**src/rtl/uart_boot_loader_pkg.sv**
```systemverilog
// Shared types and constants for the UART boot loader.
// Optional checksum support is enabled by defining UART_BOOT_CHECKSUM_EN.
package boot_pkg;

  typedef enum logic [2:0] {
    LEN_LO = 3'd0,
    LEN_HI = 3'd1,
    DATA   = 3'd2,
    CSUM   = 3'd3,
    RUN    = 3'd4,
    ERR    = 3'd5
  } state_t;

  localparam int WORD_BYTES    = 4;
  localparam int MAX_WORDS_DEF = 2048;

endpackage

```
**src/rtl/uart_boot_loader_if.sv**
```systemverilog
// UART read side and RAM write port of the boot loader, bundled.
// master = loader, slave = surrounding system (UART FIFO, RAM, CPU reset).
interface uart_boot_loader_if #(
  parameter int ADDR_W = 11
);
  logic              rx_empty;
  logic [7:0]        rx_data;
  logic              rd_uart;
  logic [ADDR_W-1:0] ram_addr;
  logic [31:0]       ram_wdata;
  logic [3:0]        ram_we;
  logic              cpu_hold;
  logic              done;
  logic              error;

  modport master (
    input  rx_empty, rx_data,
    output rd_uart, ram_addr, ram_wdata, ram_we, cpu_hold, done, error
  );

  modport slave (
    output rx_empty, rx_data,
    input  rd_uart, ram_addr, ram_wdata, ram_we, cpu_hold, done, error
  );
endinterface

```
**src/rtl/uart_boot_loader_byte_packer.sv**
```systemverilog
// Packs a byte stream into little-endian 32-bit words; word_valid pulses
// for one cycle after the fourth byte of a word is accepted.
module byte_packer
  import boot_pkg::*;
(
  input  logic        clk,
  input  logic        reset,
  input  logic        byte_vld,
  input  logic [7:0]  byte_in,
  output logic        word_valid,
  output logic [31:0] word
);

  logic [1:0]  lane;
  logic [23:0] lanes;

  // lane counter, lower-lane shift register and the completed-word register
  always_ff @(posedge clk or negedge reset) begin
    if (!reset) begin
      lane       <= '0;
      lanes      <= '0;
      word_valid <= 1'b0;
      word       <= '0;
    end else begin
      word_valid <= 1'b0;
      if (byte_vld) begin
        lane <= lane + 2'd1;
        if (lane == 2'(WORD_BYTES - 1)) begin
          word       <= {byte_in, lanes};
          word_valid <= 1'b1;
        end else begin
          case (lane)
            2'd0:    lanes[7:0]   <= byte_in;
            2'd1:    lanes[15:8]  <= byte_in;
            default: lanes[23:16] <= byte_in;
          endcase
        end
      end
    end
  end

endmodule

```
**src/rtl/uart_boot_loader.sv**
```systemverilog
// Boot loader: holds the CPU in reset, pulls a length-prefixed image from
// the UART FIFO, writes it to RAM as little-endian words, then releases the CPU.
// Define UART_BOOT_CHECKSUM_EN to require a trailing XOR checksum byte.
module uart_boot_loader
  import boot_pkg::*;
#(
  parameter int ADDR_W    = 11,
  parameter int MAX_WORDS = MAX_WORDS_DEF
) (
  input logic               clk,
  input logic               reset,
  uart_boot_loader_if.master bus
);

  state_t          state, state_nx;
  logic [15:0]     len;
  logic [15:0]     len_full;
  logic [ADDR_W:0] word_cnt;
  logic            pop;
  logic            last;
  logic            pk_vld;
  logic            word_valid;
  logic [31:0]     word;
  logic            cpu_hold_q, done_q, error_q;
`ifdef UART_BOOT_CHECKSUM_EN
  logic [7:0]      csum;
`endif

  // length as it will be once the current LEN_HI byte is captured
  assign len_full = {bus.rx_data, len[7:0]};
  // the final word of the image is in its write cycle
  assign last = word_valid && ((17'(word_cnt) + 17'd1) == {1'b0, len});

  byte_packer u_packer (
    .clk        (clk),
    .reset      (reset),
    .byte_vld   (pk_vld),
    .byte_in    (bus.rx_data),
    .word_valid (word_valid),
    .word       (word)
  );

  // state register
  always_ff @(posedge clk or negedge reset) begin
    if (!reset) state <= LEN_LO;
    else        state <= state_nx;
  end

  // next-state logic
  always_comb begin
    state_nx = state;
    case (state)
      LEN_LO: if (pop) state_nx = LEN_HI;
      LEN_HI: if (pop) begin
        if (len_full == 16'd0)
`ifdef UART_BOOT_CHECKSUM_EN
          state_nx = CSUM;
`else
          state_nx = RUN;
`endif
        else if ({1'b0, len_full} > 17'(MAX_WORDS))
          state_nx = ERR;
        else
          state_nx = DATA;
      end
      DATA: if (last)
`ifdef UART_BOOT_CHECKSUM_EN
        state_nx = CSUM;
`else
        state_nx = RUN;
`endif
`ifdef UART_BOOT_CHECKSUM_EN
      CSUM: if (pop) state_nx = (bus.rx_data == csum) ? RUN : ERR;
`endif
      default: state_nx = state;
    endcase
  end

  // output logic: pop strobe (no pop while the last word is being written)
  always_comb begin
    pop    = 1'b0;
    pk_vld = 1'b0;
    case (state)
      LEN_LO, LEN_HI: pop = !bus.rx_empty;
      DATA: begin
        pop    = !bus.rx_empty && !last;
        pk_vld = pop;
      end
`ifdef UART_BOOT_CHECKSUM_EN
      CSUM: pop = !bus.rx_empty;
`endif
      default: pop = 1'b0;
    endcase
    // never pop the FIFO while held in reset
    pop    = pop && reset;
    pk_vld = pk_vld && reset;
  end

  // header capture, word counter and optional running XOR
  always_ff @(posedge clk or negedge reset) begin
    if (!reset) begin
      len      <= '0;
      word_cnt <= '0;
`ifdef UART_BOOT_CHECKSUM_EN
      csum     <= '0;
`endif
    end else begin
      if (pop && state == LEN_LO) len[7:0]  <= bus.rx_data;
      if (pop && state == LEN_HI) len[15:8] <= bus.rx_data;
      if (word_valid)             word_cnt  <= word_cnt + 1'b1;
`ifdef UART_BOOT_CHECKSUM_EN
      if (pop)                    csum      <= csum ^ bus.rx_data;
`endif
    end
  end

  // registered status flags follow the terminal states
  always_ff @(posedge clk or negedge reset) begin
    if (!reset) begin
      cpu_hold_q <= 1'b1;
      done_q     <= 1'b0;
      error_q    <= 1'b0;
    end else begin
      cpu_hold_q <= (state != RUN);
      done_q     <= (state == RUN);
      error_q    <= (state == ERR);
    end
  end

  assign bus.rd_uart   = pop;
  assign bus.ram_we    = word_valid ? 4'hF : 4'h0;
  assign bus.ram_wdata = word;
  assign bus.ram_addr  = word_cnt[ADDR_W-1:0];
  assign bus.cpu_hold  = cpu_hold_q;
  assign bus.done      = done_q;
  assign bus.error     = error_q;

endmodule

```
**src/flat_wrapper.sv**
```systemverilog
// flat-port wrapper written by rule: the top's interface ports become plain ports
module uart_boot_loader_flat import boot_pkg::*;
#(
  parameter int ADDR_W    = 11,
  parameter int MAX_WORDS = MAX_WORDS_DEF
)
  (clk, reset, bus_rx_empty, bus_rx_data, bus_rd_uart, bus_ram_addr, bus_ram_wdata, bus_ram_we, bus_cpu_hold, bus_done, bus_error);
  uart_boot_loader_if #(.ADDR_W(ADDR_W)) bus_i ();
  input logic clk;
  input logic reset;
  input wire logic [$bits(bus_i.rx_empty)-1:0] bus_rx_empty;
  input wire logic [$bits(bus_i.rx_data)-1:0] bus_rx_data;
  output wire logic [$bits(bus_i.rd_uart)-1:0] bus_rd_uart;
  output wire logic [$bits(bus_i.ram_addr)-1:0] bus_ram_addr;
  output wire logic [$bits(bus_i.ram_wdata)-1:0] bus_ram_wdata;
  output wire logic [$bits(bus_i.ram_we)-1:0] bus_ram_we;
  output wire logic [$bits(bus_i.cpu_hold)-1:0] bus_cpu_hold;
  output wire logic [$bits(bus_i.done)-1:0] bus_done;
  output wire logic [$bits(bus_i.error)-1:0] bus_error;
  assign bus_i.rx_empty = bus_rx_empty;
  assign bus_i.rx_data = bus_rx_data;
  assign bus_rd_uart = bus_i.rd_uart;
  assign bus_ram_addr = bus_i.ram_addr;
  assign bus_ram_wdata = bus_i.ram_wdata;
  assign bus_ram_we = bus_i.ram_we;
  assign bus_cpu_hold = bus_i.cpu_hold;
  assign bus_done = bus_i.done;
  assign bus_error = bus_i.error;
  uart_boot_loader #(.ADDR_W(ADDR_W), .MAX_WORDS(MAX_WORDS)) u_core (.clk(clk), .reset(reset), .bus(bus_i));
endmodule
```
**config.mk**
```make
export PLATFORM = sky130hd
export DESIGN_NAME = uart_boot_loader_flat
export DESIGN_NICKNAME = d
export VERILOG_FILES = /design/src/rtl/uart_boot_loader_pkg.sv /design/src/rtl/uart_boot_loader_if.sv /design/src/rtl/uart_boot_loader_byte_packer.sv /design/src/rtl/uart_boot_loader.sv /design/src/flat_wrapper.sv
export SDC_FILE = /design/constraint.sdc
export NUM_CORES = 1
export LEC_CHECK = 0
export CORE_UTILIZATION = 49
export DETAILED_ROUTE_END_ITERATION = 16
export PLACE_DENSITY = 0.76
export SYNTH_ARGS = -nofsm -noshare
export SYNTH_HDL_FRONTEND = slang
export SYNTH_SLANG_ARGS = --single-unit
export TNS_END_PERCENT = 5
```
**constraint.sdc**
```tcl
create_clock -name clk -period 3 [get_ports clk]
set_input_delay 0.9 -clock clk [delete_from_list [all_inputs] [get_ports clk]]
set_output_delay 0.9 -clock clk [all_outputs]
set_load 0.02 [all_outputs]
```
======== Word level (Yosys, flattened, before mapping) ========
Index checks and enable logic that the tools add are counted.
storage, ports and cells
  bits in registers ....................... 93
  input port bits ......................... 11
  logic and storage cells ................. 60
operators by class
  add/subtract/negate cells ............... 3
  order comparisons ....................... 1
  equal/unequal tests ..................... 11
  muxes and demuxes ....................... 11
  bitwise logic cells ..................... 2
  reductions and logical operators ........ 19
operator list
  cell                   count
  $eq 17x16->1           1
  $gt 16x12->1 const B   1
  $logic_not 16->1       1
  $mux 3                 5
  $add 12x1->13 const B  1
  $add 12x1->12 const B  1
  $pmux 3 s3             1
  $reduce_and 3->1       3
  $eq 3x3->1 const B     2
  $logic_and 1x1->1      6
  $ne 2x1->1 const B     3
  $mux 4                 1
  $reduce_and 4->1       1
  $reduce_or 2->1        2
  $eq 3x1->1 const B     1
  $eq 3x2->1 const B     1
  $logic_not 3->1        1
  $mux 1                 3
  $ne 3x3->1 const B     1
  $reduce_bool 3->1      1
  $add 2x1->2 const B    1
  $eq 2x1->1 const B     1
  $eq 2x2->1 const B     1
  $logic_not 1->1        2
  4 further kinds        5

======== Logic depth before layout (Yosys ltp) ========
  depth after elaboration ................. 9
  mapped depth ............................ 9

======== Modules after synthesis ========
From an unflattened synthesis, not the netlist that was laid out.
unflattened totals
  cell total of the unflattened synthesis .. 325
  area, all modules ....................... 4355.4 µm²
by module, submodules not included
  module            times used  cells an instance  area each (µm²)  sequential area each (µm²)
  byte_packer       1           133                2397.3           1476.4
  uart_boot_loader  1           192                1958.1           852.1

======== Worst setup path after synthesis ========
No wires, ideal clock.
  kind .................................... input -> output
  start ................................... input bus_rx_empty
  end ..................................... output bus_rd_uart
  arrival time ............................ 2.452 ns
  slack ................................... -0.352 ns
  stages on the path ...................... 4
  path through ............................ or3b_1 > nor3b_1 > nand2_1 > o21ai_0
between the ends
  word-level cells in the longest chain between the ends .. 4
ends and longest elaborated chain
  what                 line                                            RTL
  start: declaration   flat_wrapper.sv:11                              input wire logic [$bits(bus_i.rx_empty)-1:0] bus_rx_empty;
  $logic_not 1->1 *    uart_boot_loader.sv:84, uart_boot_loader.sv:86
  $logic_and 1x1->1    uart_boot_loader.sv:86                          pop = !bus.rx_empty && !last;
  $pmux 1 s2 *         uart_boot_loader.sv:83                          case (state)
  $logic_and 1x1->1 *  uart_boot_loader.sv:95                          pop = pop && reset;
  end: declaration     flat_wrapper.sv:13                              output wire logic [$bits(bus_i.rd_uart)-1:0] bus_rd_uart;
Mark *: on every way between the ends. The rest lies on a longest branch, timed or not.

======== Worst setup path after layout ========
  start ................................... register u_core.word_cnt[1]
  end ..................................... output bus_rd_uart
between the ends
  word-level cells in the longest chain between the ends .. 7
ends and longest elaborated chain
  what                      line                     RTL
  start: declaration        uart_boot_loader.sv:18   logic [ADDR_W:0] word_cnt;
  start signal: assignment  uart_boot_loader.sv:110  if (word_valid) word_cnt <= word_cnt + 1'b1;
  $add 12x1->13             uart_boot_loader.sv:32   assign last = word_valid && ((17'(word_cnt) + 17'd1) == {1'b0, len});
  $eq 17x16->1              uart_boot_loader.sv:32
  $logic_and 1x1->1         uart_boot_loader.sv:32
  $logic_not 1->1           uart_boot_loader.sv:86
  $logic_and 1x1->1         uart_boot_loader.sv:86
  $pmux 1 s2                uart_boot_loader.sv:83
  $logic_and 1x1->1         uart_boot_loader.sv:95
Every way passes these cells.

==> out/metrics.cfg <==
[final_layout]
final-instance-count-excl-fill = 526
design_area_um2 = 5600
area_growth_pct = 28.8
finish.net_count = 429
diodes = 0
layout_common_cells = dfrtp_1, clkdlybuf4s50_1, buf_4, mux2_2, mux2_4
utilization_pct = 64.6
final_common_cell = dfrtp_1
layout-drive-gt1-share_pct = 41.6

[global_route]
grt_max_degree = 78
grt_overflow = 0
grt_pass1_wl_mm = 14.6
grt_pass1_vias = 2758
grt_use_total_pct = 21.7
antenna_found_initial = 0

[critical_path]
crit_chain = ha_4 -> nand3_4 -> nor4_4 -> or4b_4 -> o311ai_4 -> o2111ai_4 -> nand2_2 -> o21ai_2 -> buf_6
crit_type = reg2out
crit_arrival_ns = 2.29
crit_required_ns = 2.10
worstSetupEndpointType = primary output
worstPathMaxFanout = 5
cp_num_buf_inv = 1
cpMaxStageDelayCell = or4b_4
slowest_delay_ns = 0.51
rrSetupSlack_ns = 0.20
path_delay_family = simple AND/OR/NAND/NOR gates
startpoint_type = flop

[routing]
drtIter0Drc = 157
antenna_left = 0
wl_per_cell_um = 16.8
wirelength_mm = 8.85
drc = 0
vias = 2702
vias_per_cell = 5.14
first_pass_iters = 5

[timing]
post-route-period-util_pct = 106
worst_slew_pin_slew_ns = 0.931
relSlewSlack_pct = 38.0
finClkSkew_ns = 0.0123
rsz0062_at_grt = yes
fin_crit_ns = 3.19
fmaxAchievable_mhz = 314
final-setup-viol-count = 1
setup_ws_ns = -0.186
hold_viol_final = 0
drv_slew = 0
final.setup.tns_ns = -0.186

[clock_tree]
cts_root_buf = clkbuf_8
cts_num_sinks = 93
hold_buffers = 0
ctsLongestPathBuffers = 2
cts_tree = yes
clk_latency_ns = 0.36
cts-htree-levels = 3
numCtsBuffers = 9
clk_pin_slew_worst_paths_ns = 0.10

[flow_run]
cap_violations = 0

[placed_design]
dpl_cell_area_um2 = 5270
gp_congestion = 0.798
place_hpwl_mm = 6.14
placed_cells = 502
pre_cts_ws_ns = -0.575
io_buffer_count = 61

[floorplan]
die_area_um2 = 9260
core_um2 = 8680
die_h_um = 96.2
start_util_pct = 50.1
die-width_um = 96.2
rows = 34
io_pins = 62

[power]
powerDensity_nw_per_um2 = 512
power_leakage_nw = 2.64
peakVddDrop_mv = 0.255

[synthesis]
synth_nets = 326
syn-instance-count = 310
yosys_warnings = 0
ys_seq_area_share_pct = 53.5
netlist_area_um2 = 4350
syn_avg_cell_area_um2 = 14.0
yosys.cell_types.count = 44
ys_ff_latch = 93

[min_path]
worstHoldPathType = reg2reg

[status]
status = complete, but fails checks
violations = negative setup slack

-- routing by layer --
layer  wire, um  track usage, %  up-vias
met1       3940            27.9     1355
met2       4420            36.1       48
li1           -               -     1288
met4        193            9.45        0
met3        299            3.79       11
met5          0               0        -
-- power by group --
| part | switching [mW] | internal, mW |
|---|---|---|
| Clock | 0.478 | 0.321 |
| Combinational | 0.251 | 0.330 |
| Sequential | 0.112 | 1.38 |
-- path summary, 6_finish.rpt --
| kind | from | endpoint | cells after the start |
|---|---|---|---|
| max | u_core.word_cnt[1]$_DFFE_PN0P_ | bus_rd_uart | 9 |
| min | u_core.u_packer.lanes[12]$_DFFE_PN0P_ | u_core.u_packer.word[12]$_DFFE_PN0P_ | 1 |
| max reg2reg | u_core.word_cnt[1]$_DFFE_PN0P_ | u_core.u_packer.word[6]$_DFFE_PN0P_ | 11 |
| min reg2reg | u_core.u_packer.lanes[12]$_DFFE_PN0P_ | u_core.u_packer.word[12]$_DFFE_PN0P_ | 1 |
| max in group asynchronous | reset | u_core.u_packer.lanes[2]$_DFFE_PN0P_ | 3 |
| min in group asynchronous | reset | u_core.word_cnt[3]$_DFFE_PN0P_ | 2 |
-- through the flow --
stage	total power [mW]	hold slack, ns
floorplan	1.80	0.475
CTS	2.88	0.509
global placement	2.01	0.484
finish	2.87	0.510
global route	3.02	0.521
detailed placement	2.03	0.490
-- area by class of cell --
class	count	area (um2)
Clock buffer	9	124
Inverter	7	26.3
Multi-Input combinational cell	185	1880
Tap cell	108	135
Fill cell	666	3080
Clock inverter	7	66.3
Sequential cell	93	2330
Timing Repair Buffer	117	1040
-- synth_stat cells (all sizes together) --
cell type	n	share of area [%]
dfrtp	92	53
mux2	75	22
buf	23	4.6
xnor2	19	3.8
nand3	12	2.4
nand2	11	0.95
nor2	8	0.69
xor2	8	1.6
inv	7	0.60
nor3	7	0.80
nor4	6	1.4
ha	5	1.4
nand4	4	0.57
o21ai	3	0.34
or3b	3	0.60
a21oi	2	0.23
a31oi	2	0.29
and4	2	0.40
clkbuf	2	0.17
nor3b	2	0.34
o21a	2	0.34
or2	2	0.29
a211oi	1	0.17
a41oi	1	0.20
and2	1	0.14
and3b	1	0.20
dfstp	1	0.60
nand3b	1	0.17
nor4b	1	0.20
o2111ai	1	0.60
o311a	1	0.23
o311ai	1	0.20
o31ai	1	0.17
or3	1	0.14
or4b	1	0.23
-- repair_timing --
| item | 4_1_cts | 5_1_grt |
|---|---|---|
| pin swaps | 6 | 1 |
| setup buffers | 5 | 3 |
| gates cloned | 0 | 0 |
| setup endpoints to repair | 1 | 1 |
| resized for setup | 19 | 2 |
-- sequential cells by signal, summed over array words and instances, names as in the netlist --
| signal | count |
|---|---|
| u_core.word_cnt | 12 |
| u_core.state | 3 |
| u_core.len | 16 |
| u_core.bus.error | 1 |
| u_core.u_packer.lane | 2 |
| u_core.u_packer.lanes | 24 |
| u_core.u_packer.word_valid | 1 |
| u_core.bus.cpu_hold | 1 |
| u_core.bus.done | 1 |
| u_core.u_packer.word | 32 |
-- worst reg2reg max path, cell delays in order, from the launching register on --
cell and delay, ns:
dfrtp_1 0.41, ha_4 0.17, nand3_4 0.11, nor4_4 0.17, or4b_4 0.51, o311ai_4 0.10
o2111ai_4 0.16, buf_4 0.17, buf_4 0.16, nand3_4 0.09, buf_12 0.24, mux2_2 0.39
-- logic make-up (layout without fill, tap and decap cells) --
family	after synthesis	count (layout)	synth area share, %
AO/OA/AOI/OAI	15	15	2.79
multiplexers	75	75	21.9
adder cells (fa/ha/maj)	5	5	1.44
XOR/XNOR	27	27	5.43
flip-flops	93	93	53.5
AND/OR/NAND/NOR	63	63	9.52
buffers and inverters	32	140	5.41
Power figures use the tool's default switching activity.
